[src/rtl/mem_bus_arbiter.sv]
// mem_bus_arbiter
//   Two-port round-robin arbiter in front of a single-port synchronous RAM.
//   One transaction is in flight at a time. A granted request either performs
//   one RAM access cycle and then completes, or, if its address is beyond the
//   RAM, completes immediately and raises a sticky bus error.
//
// Ports
//   clk, reset                  clock, synchronous active-high reset
//   m0_* (CPU), m1_* (loader)   valid/addr/wdata/wstrb in, ready/rdata out
//   ram_en/we/addr/wdata        RAM request, ram_rdata returns the cycle after ram_en
//   bus_err, err_addr           sticky out-of-range flag and first offending byte address
//
// state  | meaning
// IDLE   | waiting for a request, arbitrates and latches the winner
// ACCESS | RAM strobed with the latched request
// DONE   | ready pulse to the granted port
module mem_bus_arbiter #(
    parameter int MEM_WORDS = 1024,
    parameter int AW        = 10
) (
    input  logic          clk,
    input  logic          reset,
    input  logic          m0_valid,
    input  logic [31:0]   m0_addr,
    input  logic [31:0]   m0_wdata,
    input  logic [3:0]    m0_wstrb,
    output logic          m0_ready,
    output logic [31:0]   m0_rdata,
    input  logic          m1_valid,
    input  logic [31:0]   m1_addr,
    input  logic [31:0]   m1_wdata,
    input  logic [3:0]    m1_wstrb,
    output logic          m1_ready,
    output logic [31:0]   m1_rdata,
    output logic          ram_en,
    output logic [3:0]    ram_we,
    output logic [AW-1:0] ram_addr,
    output logic [31:0]   ram_wdata,
    input  logic [31:0]   ram_rdata,
    output logic          bus_err,
    output logic [31:0]   err_addr
);

    typedef enum logic [1:0] {IDLE, ACCESS, DONE} state_t;

    state_t        state_q, state_d;
    logic          last_q, last_d;       // port granted most recently
    logic          port_q, port_d;       // port owning the current transaction
    logic [AW-1:0] addr_q, addr_d;
    logic [31:0]   wdata_q, wdata_d;
    logic [3:0]    wstrb_q, wstrb_d;
    logic          oor_q, oor_d;
    logic          bus_err_q, bus_err_d;
    logic [31:0]   err_addr_q, err_addr_d;

    logic          sel;
    logic [31:0]   req_addr;
    logic [31:0]   req_wdata;
    logic [3:0]    req_wstrb;
    logic          req_in_range;

    always_comb begin
        // On a tie the port that did not win last time gets the bus.
        if (m0_valid && m1_valid) begin
            sel = ~last_q;
        end else begin
            sel = m1_valid;
        end
        req_addr     = sel ? m1_addr  : m0_addr;
        req_wdata    = sel ? m1_wdata : m0_wdata;
        req_wstrb    = sel ? m1_wstrb : m0_wstrb;
        req_in_range = ({2'b00, req_addr[31:2]} < 32'(MEM_WORDS));
    end

    always_comb begin
        state_d    = state_q;
        last_d     = last_q;
        port_d     = port_q;
        addr_d     = addr_q;
        wdata_d    = wdata_q;
        wstrb_d    = wstrb_q;
        oor_d      = oor_q;
        bus_err_d  = bus_err_q;
        err_addr_d = err_addr_q;
        case (state_q)
            IDLE: begin
                if (m0_valid || m1_valid) begin
                    last_d  = sel;
                    port_d  = sel;
                    addr_d  = req_addr[AW+1:2];
                    wdata_d = req_wdata;
                    wstrb_d = req_wstrb;
                    oor_d   = ~req_in_range;
                    if (req_in_range) begin
                        state_d = ACCESS;
                    end else begin
                        // Skip the RAM entirely; only the first bad address is kept.
                        state_d   = DONE;
                        bus_err_d = 1'b1;
                        if (!bus_err_q) begin
                            err_addr_d = req_addr;
                        end
                    end
                end
            end
            ACCESS:  state_d = DONE;
            DONE:    state_d = IDLE;
            default: state_d = IDLE;
        endcase
    end

    always_ff @(posedge clk) begin
        if (reset) begin
            state_q    <= IDLE;
            last_q     <= 1'b1;
            port_q     <= 1'b0;
            addr_q     <= '0;
            wdata_q    <= '0;
            wstrb_q    <= '0;
            oor_q      <= 1'b0;
            bus_err_q  <= 1'b0;
            err_addr_q <= '0;
        end else begin
            state_q    <= state_d;
            last_q     <= last_d;
            port_q     <= port_d;
            addr_q     <= addr_d;
            wdata_q    <= wdata_d;
            wstrb_q    <= wstrb_d;
            oor_q      <= oor_d;
            bus_err_q  <= bus_err_d;
            err_addr_q <= err_addr_d;
        end
    end

    // Strobes are masked by reset so a write caught mid-ACCESS never lands.
    logic        access_act;
    logic        done_act;
    logic [31:0] rd_data;

    assign access_act = (state_q == ACCESS) && !reset;
    assign done_act   = (state_q == DONE) && !reset;
    assign rd_data    = (!oor_q && (wstrb_q == 4'b0000)) ? ram_rdata : 32'h0;

    assign ram_en    = access_act;
    assign ram_we    = access_act ? wstrb_q : 4'b0000;
    assign ram_addr  = addr_q;
    assign ram_wdata = wdata_q;

    assign m0_ready  = done_act && !port_q;
    assign m1_ready  = done_act && port_q;
    assign m0_rdata  = m0_ready ? rd_data : 32'h0;
    assign m1_rdata  = m1_ready ? rd_data : 32'h0;

    assign bus_err   = bus_err_q;
    assign err_addr  = err_addr_q;

endmodule

[config.mk]
export PLATFORM = sky130hd
export DESIGN_NAME = mem_bus_arbiter
export DESIGN_NICKNAME = d
export VERILOG_FILES = /design/src/rtl/mem_bus_arbiter.sv
export SDC_FILE = /design/constraint.sdc
export NUM_CORES = 1
export LEC_CHECK = 0
export BUFFER_PORTS_ARGS = -buffer_cell sky130_fd_sc_hd__buf_2
export CORE_MARGIN = 1
export CORE_UTILIZATION = 30
export DETAILED_ROUTE_END_ITERATION = 12
export PLACE_DENSITY = 0.67
export SKIP_CTS_REPAIR_TIMING = 1
export SYNTH_ARGS = -nofsm -noshare
export SYNTH_HDL_FRONTEND = slang
export SYNTH_SLANG_ARGS = --single-unit
export TNS_END_PERCENT = 20
[constraint.sdc]
create_clock -name clk -period 2.4 [get_ports clk]
set_input_delay 0.48 -clock clk [delete_from_list [all_inputs] [get_ports clk]]
set_output_delay 0.48 -clock clk [all_outputs]
set_load 0.02 [all_outputs]
==> reports/qor.csv, run 1 <==
metric,value,unit
slew_viol_final,0,
hp-start,oor_q,
ant_nets,0,
fin_cells,954,
min_path_type,flop to flop,
antenna_found_initial,2,
cts_tree,built,
syn_inst,464,
final_cell_area,6780,um^2
required,1.92,ns
setup_viol,47,
wire_per_inst,15.9,um
nNetsFinal,941,
clk_latency,0.35,ns
ios,318,
status,finished with violations,
p_per_area,616,nW/um^2
drt_iter0_markers,127,
dieWidth,122,um
worstSetupEndpointType,primary output,
via_per_inst,4.78,
ys.flop_type,dfxtp_1,
start_util,31.0,%
yosysMostFrequentCell,dfxtp_1,
postSynthRegisterBits,84,
antenna_cells,0,
numClockSinks,84,
areaGrowthSynthToFinish,56.3,%
ir_drop,0.000325,V
fp.dieH,122,um
io_buffers,317,
use_met1,21.1,%
dieArea,14900,um^2
cp_max_fo,22,
r2r-end,err_addr[4],
worst_setup_hold_path_clk_slew,0.06,ns
synthMuxAreaShare,15.7,%
reg2reg_slack,0.62,ns
setup_slack,-0.198,ns
avgSynthCellArea,9.35,um^2
finalCritPeriodShare,108,%
top_usage_layer,met2,
tightest_slew,0.696,ns
max_freq,0.385,GHz
maxCapViolCount,0,
grt_pass1_wl,21300,um
worstPathCellList,"or4_4, nor4b_4, buf_4, buf_12, and2_1, buf_6",
yosysTopAreaCell,dfxtp_1,
netlist_area,4340,um^2
start_kind,flop,
wirelength,15200,um
synth_compound_area_share,21.8,%
drive_gt1_share,51.7,%
cp.arrival,2.12,ns
ys_seq_area_share,38.8,%
crit_family,simple AND/OR/NAND/NOR gates,
yosysTopAreaCellShare,38.8,%
core_area,14000,um^2
cts_buffer_depth,2,
cts_root_buffer,clkbuf_16,
grt_start_max_net_pins,49,
max_slew_margin,53.6,%
ys_top_cells_by_count,"dfxtp_1, and2_1, mux2i_1",
r2r_cells,6,
place_area,6160,um^2
grt_util_met2,34.3,%
synth_cell_type_count,29,
ys_warn_count,0,
tns,-5.36,ns
crit_slowest_cell,or4_4,
syn-num-nets,636,
dp.cells,936,
synth-edff-count,0,
async_flop_share,0,%
grt_pass1_vias,4011,
cts_buffers,9,
rows,43,
place_ws,0.138,ns
max_stage_delay,0.57,ns
synth_fa_ha_area_share,0,%
place_congestion,0.799,
synthXorXnorAreaFrac,0,%
first_pass_iters,4,
hold_violations,0,
synth-simple-area-share,18.7,%
grt_util_all_layers,18.9,%
rsz0062_at_grt,yes,
grt.overflow.total,0,
synth_top_family_by_area,compound AO/OA/AOI/OAI gates,
path_class,flop to primary output,
cp.depth,6,
cts.htree.levels,3,
rr_startpoint,last_q,
power.leakage,0.00328,uW
drc,0,
layout_min_cycle_time,2.60,ns
hpwlAfterDp,11500,um
cp_num_buf_inv,3,
synth_area_leaders,"dfxtp_1, mux2i_1, and2_1",
violations,negative setup slack,
clock_skew,0.00691,ns
min_to,oor_q,
grt_use_met3,4.93,%
vias,4564,
totalPowerFinal,4180,uW
hold-path-cell-count,2,
-- cells by family after synthesis --
family                 after synthesis
AO/OA/AOI/OAI                      117
multiplexers                        68
AND/OR/NAND/NOR                    150
flip-flops                          84
buffers and inverters               45
-- per-stage QoR --
stage | hold WS [ns] | utilization [%]
floorplan | 0.431 | -
global placement | 0.443 | 44.0
detailed placement | 0.446 | 44.0
CTS | 0.455 | 46.3
global route | 0.476 | 48.5
finish | 0.460 | 48.5
-- report_power, final --
group	internal (uW)	switching [uW]	leakage, uW	total, uW
Sequential	1540	76.6	0.000698	1620
Clock	914	584	0.000157	1500
Combinational	442	621	0.00243	1060
-- per-layer routing --
layer	routed length, um	vias to the layer above
met4	313	0
met5	0	-
met3	986	28
met2	7910	176
li1	-	2290
met1	5950	2070
-- layout make-up --
| type | instances | area (um^2) |
|---|---|---|
| clock buffers | 10 | 229 |
| clock inverters | 6 | 87.6 |
| fillers | 1362 | 7200 |
| multi-input cells | 335 | 2490 |
| flip-flops and latches | 84 | 1680 |
| well taps | 180 | 225 |
| repair buffers | 339 | 2060 |
-- state kept, by name, summed over array words and instances, names as in the netlist --
name	flops
bus_err	1
err_addr	32
last_q	1
oor_q	1
port_q	1
ram_addr	10
ram_wdata	32
state_q	2
wstrb_q	4
-- worst max-delay path by stage --
| stage | from | to |
|---|---|---|
| after floorplan | oor_q | m1_rdata[10] |
| after global placement | oor_q | m1_rdata[17] |
| after detailed placement | oor_q | m1_rdata[12] |
| after CTS | oor_q | m1_rdata[12] |
| after global routing | oor_q | m1_rdata[3] |
| final | oor_q | m1_rdata[21] |
-- placed cells by master, fill, tap and decap left out, drive strengths merged --
cell type	instances
bufinv	2
buf	339
nor3b	1
clkbuf	10
inv	1
nand3b	1
a221o	1
clkinv	3
a22o	1
nor2	52
a21oi	35
or2	1
or4	1
nor3	2
a211oi	78
nand4b	1
nand4	1
a21boi	1
mux2i	68
and3	1
dfxtp	84
nand2	5
a22oi	1
nor2b	1
nor4b	1
nand3	1
nor4	11
and2	70
-- worst min-delay path, stage by stage, from the launching register on --
cell,delay [ns]
dfxtp_1,0.31
nand2_1,0.05
a21oi_1,0.05
No activity file was read; power rests on OpenSTA's default activity.
==> run 2, diff against run 1 <==
--- a/config.mk
+++ b/config.mk
@@ -6,10 +6,12 @@
 export NUM_CORES = 1
 export LEC_CHECK = 0
 export BUFFER_PORTS_ARGS = -buffer_cell sky130_fd_sc_hd__buf_2
+export CELL_PAD_IN_SITES_DETAIL_PLACEMENT = 2
+export CELL_PAD_IN_SITES_GLOBAL_PLACEMENT = 2
 export CORE_MARGIN = 1
-export CORE_UTILIZATION = 30
+export CORE_UTILIZATION = 21
 export DETAILED_ROUTE_END_ITERATION = 12
-export PLACE_DENSITY = 0.67
+export PLACE_DENSITY = 0.84
 export SKIP_CTS_REPAIR_TIMING = 1
 export SYNTH_ARGS = -nofsm -noshare
 export SYNTH_HDL_FRONTEND = slang
==> reports/qor.csv, run 2 (synthesis gave the netlist of run 1 again) <==
metric,value,unit
status,finished with violations,
violations,negative setup slack,
finalCritPeriodShare,105,%
clk_latency,0.35,ns
cts_buffers,9,
nNetsFinal,938,
cp_max_fo,32,
grt_util_all_layers,17.0,%
antenna_cells,0,
max_slew_margin,36.9,%
max_stage_delay,0.58,ns
rows,52,
fp.dieH,146,um
wire_per_inst,17.9,um
p_clk_share,34.4,%
hold_violations,0,
switching_share,34.4,%
rsz0062_at_grt,yes,
layout_min_cycle_time,2.51,ns
setup_viol,53,
maxCapViolCount,0,
min_path_type,flop to flop,
vias,4757,
start_util,21.4,%
ir_drop,0.000296,V
crit_slowest_cell,or4_4,
clock_skew,0.00543,ns
required,1.92,ns
fin_cells,1041,
most-common-layout-cells,"buf_2, dfxtp_1, and2_1, mux2i_1, buf_4",
place_area,6270,um^2
tightest_slew,0.946,ns
grt_start_max_net_pins,95,
start_kind,flop,
dp.cells,1025,
core_area,20200,um^2
first_pass_iters,4,
antenna_found_initial,0,
totalPowerFinal,4140,uW
num-fill-cells,2357,
areaGrowthSynthToFinish,56.8,%
via_per_inst,4.57,
grt.overflow.total,0,
cts.htree.levels,3,
slew_viol_final,0,
grt_pass1_vias,5084,
ant_nets,0,
wirelength,18600,um
grt_pass1_wl,28400,um
p_int,2710,uW
cp.arrival,2.03,ns
cts_tree,built,
io_buffers,317,
max_freq,0.398,GHz
cts_buffer_depth,2,
worstPathCellList,"or4_4, nor4b_4, buf_12, and2_1, buf_4",
worstSetupEndpointType,primary output,
worst_setup_hold_path_clk_slew,0.07,ns
numClockSinks,84,
seqPwrFrac,39.2,%
layout_commonest_cell,buf_2,
setup_slack,-0.111,ns
drc,0,
dieWidth,146,um
power_frac_comb,26.5,%
drive_gt1_share,50.7,%
path_class,flop to primary output,
drt_iter0_markers,109,
cts_root_buffer,clkbuf_16,
power.leakage,0.00322,uW
hpwlAfterDp,14500,um
p_per_area,608,nW/um^2
final_cell_area,6810,um^2
ios,318,
place_congestion,0.706,
power_switching,1420,uW
dieArea,21200,um^2
==> run 2: cell count changes in the layout (fill, tap and decap cells not counted), sizes merged <==
cell,previous run,this run
clkinv,3,1
clkinvlp,0,2
inv,1,4
bufinv,2,0
clkbuf,10,9
buf,339,336
==> run 2: layer usage <==
layer	routed length, um	share of wire, %	vias to the layer above	track usage, %
li1	-	-	2279	-
met1	7430	40	2247	19.0
met2	9400	51	204	30.6
met3	1390	7.5	27	5.36
met4	367	2.0	0	5.37
met5	0	0	-	0
==> run 2: power by group through the flow <==
| stage | registers [uW] | logic (uW) | clock network [uW] |
|---|---|---|---|
| 6_report | 1620 | 1090 | 1420 |
| 5_1_grt | 1640 | 1190 | 1540 |
| 4_1_cts | 1620 | 1110 | 1480 |
| 3_5_place_dp | 1650 | 1100 | 0 |
| 3_3_place_gp | 1640 | 1070 | 0 |
| 2_1_floorplan | 1800 | 480 | 0 |
==> run 2: area by class of cell <==
cell class	instances	area, um^2	area share (%)
multi-input combinational	335	2480	36.4
timing repair buffer	336	2010	29.6
sequential	84	1680	24.7
tap	270	338	4.96
clock buffer	9	225	3.31
clock inverter	7	68.8	1.01
==> run 2: final timing paths <==
| kind | cells after the start | end | slack [ns] | startpoint |
|---|---|---|---|---|
| setup / recovery | 5 | m1_rdata[3] | -0.11 | oor_q |
| hold / removal | 2 | oor_q | 0.47 | oor_q |
| setup reg to reg | 4 | ram_wdata[16] | 0.39 | state_q[1] |
| hold reg to reg | 2 | oor_q | 0.47 | oor_q |
==> run 2: per-stage QoR <==
step                      hold WS, ns  util [%]  worst slack (ns)  setup TNS (ns)
final                           0.466      33.6            -0.111           -3.00
after CTS                       0.458      32.5            -0.240          -11.51
after detailed placement        0.456      31.0            0.0631               0
after floorplan                 0.431         -             0.256               0
after global placement          0.443      31.0             0.169               0
after global routing            0.467      33.6            -0.199           -8.28
==> run 2: worst max-delay path, delay by kind of cell, from the launching register on <==
family,cells,cell delay [ns]
buffers and inverters,2,0.34
flip-flops,1,0.31
AND/OR/NAND/NOR,3,1.01
==> run 3, diff against run 2 <==
--- a/config.mk
+++ b/config.mk
@@ -8,6 +8,7 @@
 export BUFFER_PORTS_ARGS = -buffer_cell sky130_fd_sc_hd__buf_2
 export CELL_PAD_IN_SITES_DETAIL_PLACEMENT = 2
 export CELL_PAD_IN_SITES_GLOBAL_PLACEMENT = 2
+export CORE_ASPECT_RATIO = 1.1
 export CORE_MARGIN = 1
 export CORE_UTILIZATION = 21
 export DETAILED_ROUTE_END_ITERATION = 12
==> reports/qor.csv, run 3 (synthesis gave the netlist of run 1 again) <==
metric,value,unit
status,finished with violations,
violations,"design-rule violations, negative setup slack",
finalCritPeriodShare,108,%
setup_slack,-0.184,ns
areaGrowthSynthToFinish,57.5,%
numClockSinks,84,
cts_root_buffer,clkbuf_16,
maxCapViolCount,0,
max_freq,0.387,GHz
max_stage_delay,0.57,ns
fp.dieH,153,um
crit_family,simple AND/OR/NAND/NOR gates,
wire_per_inst,18.1,um
dieArea,21200,um^2
max_slew_margin,59.8,%
antenna_found_initial,0,
worst_setup_hold_path_clk_slew,0.06,ns
place_area,6230,um^2
wirelength,18500,um
layout_commonest_cell,buf_2,
grt_start_max_net_pins,47,
cts_buffer_depth,2,
ios,318,
vias,4714,
rows,54,
ant_nets,0,
nNetsFinal,937,
routed.top_layer,met4,
power.leakage,0.00324,uW
worstPathCellList,"or4_4, nor4b_4, buf_4, clkbuf_16, and2_1, buf_6",
slew_viol_final,0,
required,1.92,ns
worstSetupEndpointType,primary output,
dieWidth,139,um
p_per_area,595,nW/um^2
cts_buffers,9,
most-common-layout-cells,"buf_2, dfxtp_1, mux2i_1",
first_pass_iters,9,
drive_gt1_share,51.6,%
hold_violations,0,
start_kind,flop,
clk_latency,0.34,ns
routed-wl-met3,1070,um
io_buffers,317,
dr_wl_met2,9690,um
grt_pass1_vias,5013,
antenna_cells,0,
cp.arrival,2.10,ns
cp_max_fo,16,
layout_min_cycle_time,2.58,ns
fin_hold_ws,0.455,ns
fin_cells,1022,
drc,22,
tightest_slew,0.603,ns
setup_viol,34,
min_path_type,flop to flop,
drt_iter0_markers,197,
place_congestion,0.730,
rsz0062_at_grt,yes,
grt.overflow.total,0,
wl_met1,7330,um
grt_pass1_wl,27400,um
hpwlAfterDp,14200,um
ir_drop,0.000290,V
grt_util_all_layers,16.4,%
crit_slowest_cell,or4_4,
dp.cells,1004,
core_area,20100,um^2
cts_tree,built,
cts.htree.levels,3,
clock_skew,0.0124,ns
tns,-4.20,ns
final_cell_area,6840,um^2
cp_num_buf_inv,3,
via_per_inst,4.61,
start_util,21.6,%
path_class,flop to primary output,
-- run 3: worst paths after layout --
kind                             start           end  slack [ns]  cells after the start
worst max-delay path             oor_q  m1_rdata[27]       -0.18                      6
worst min-delay path             oor_q         oor_q        0.45                      2
worst max register to register  last_q  err_addr[27]        0.43                      6
worst min register to register   oor_q         oor_q        0.45                      2
-- run 3: stage by stage --
stage                     worst slack (ns)  power (uW)  utilization (%)
after floorplan                      0.256        2280                -
after global placement               0.217        2710             31.0
after detailed placement             0.134        2750             31.0
after CTS                           -0.213        4130             32.5
after global routing                -0.291        4290             34.1
final                               -0.184        4070             34.1
-- run 3: worst register-to-register path, delay by kind of cell, from the launching register on --
kind	cells	cell delay [ns]
flops	1	0.34
simple gates	1	0.20
compound gates	4	0.97
buf+inv	1	0.39
-- run 3: layer usage --
metal  vias up  track usage (%)
met5         -                0
met4         0             4.44
met3        27             4.18
met2       179             30.8
met1      2235             18.2
li1       2273                -
-- run 3: area by class of cell --
type                       count  area [um^2]
sequential                    84         1680
tap                          252          315
multi-input combinational    335         2500
fill                        2304        13200
clock buffer                  11          243
timing repair buffer         335         2050
clock inverter                 5         43.8
-- run 3: report_power, final --
part	internal (uW)	total, uW	switching [uW]
Combinational	442	1090	651
Sequential	1540	1620	79.1
Clock	744	1350	611
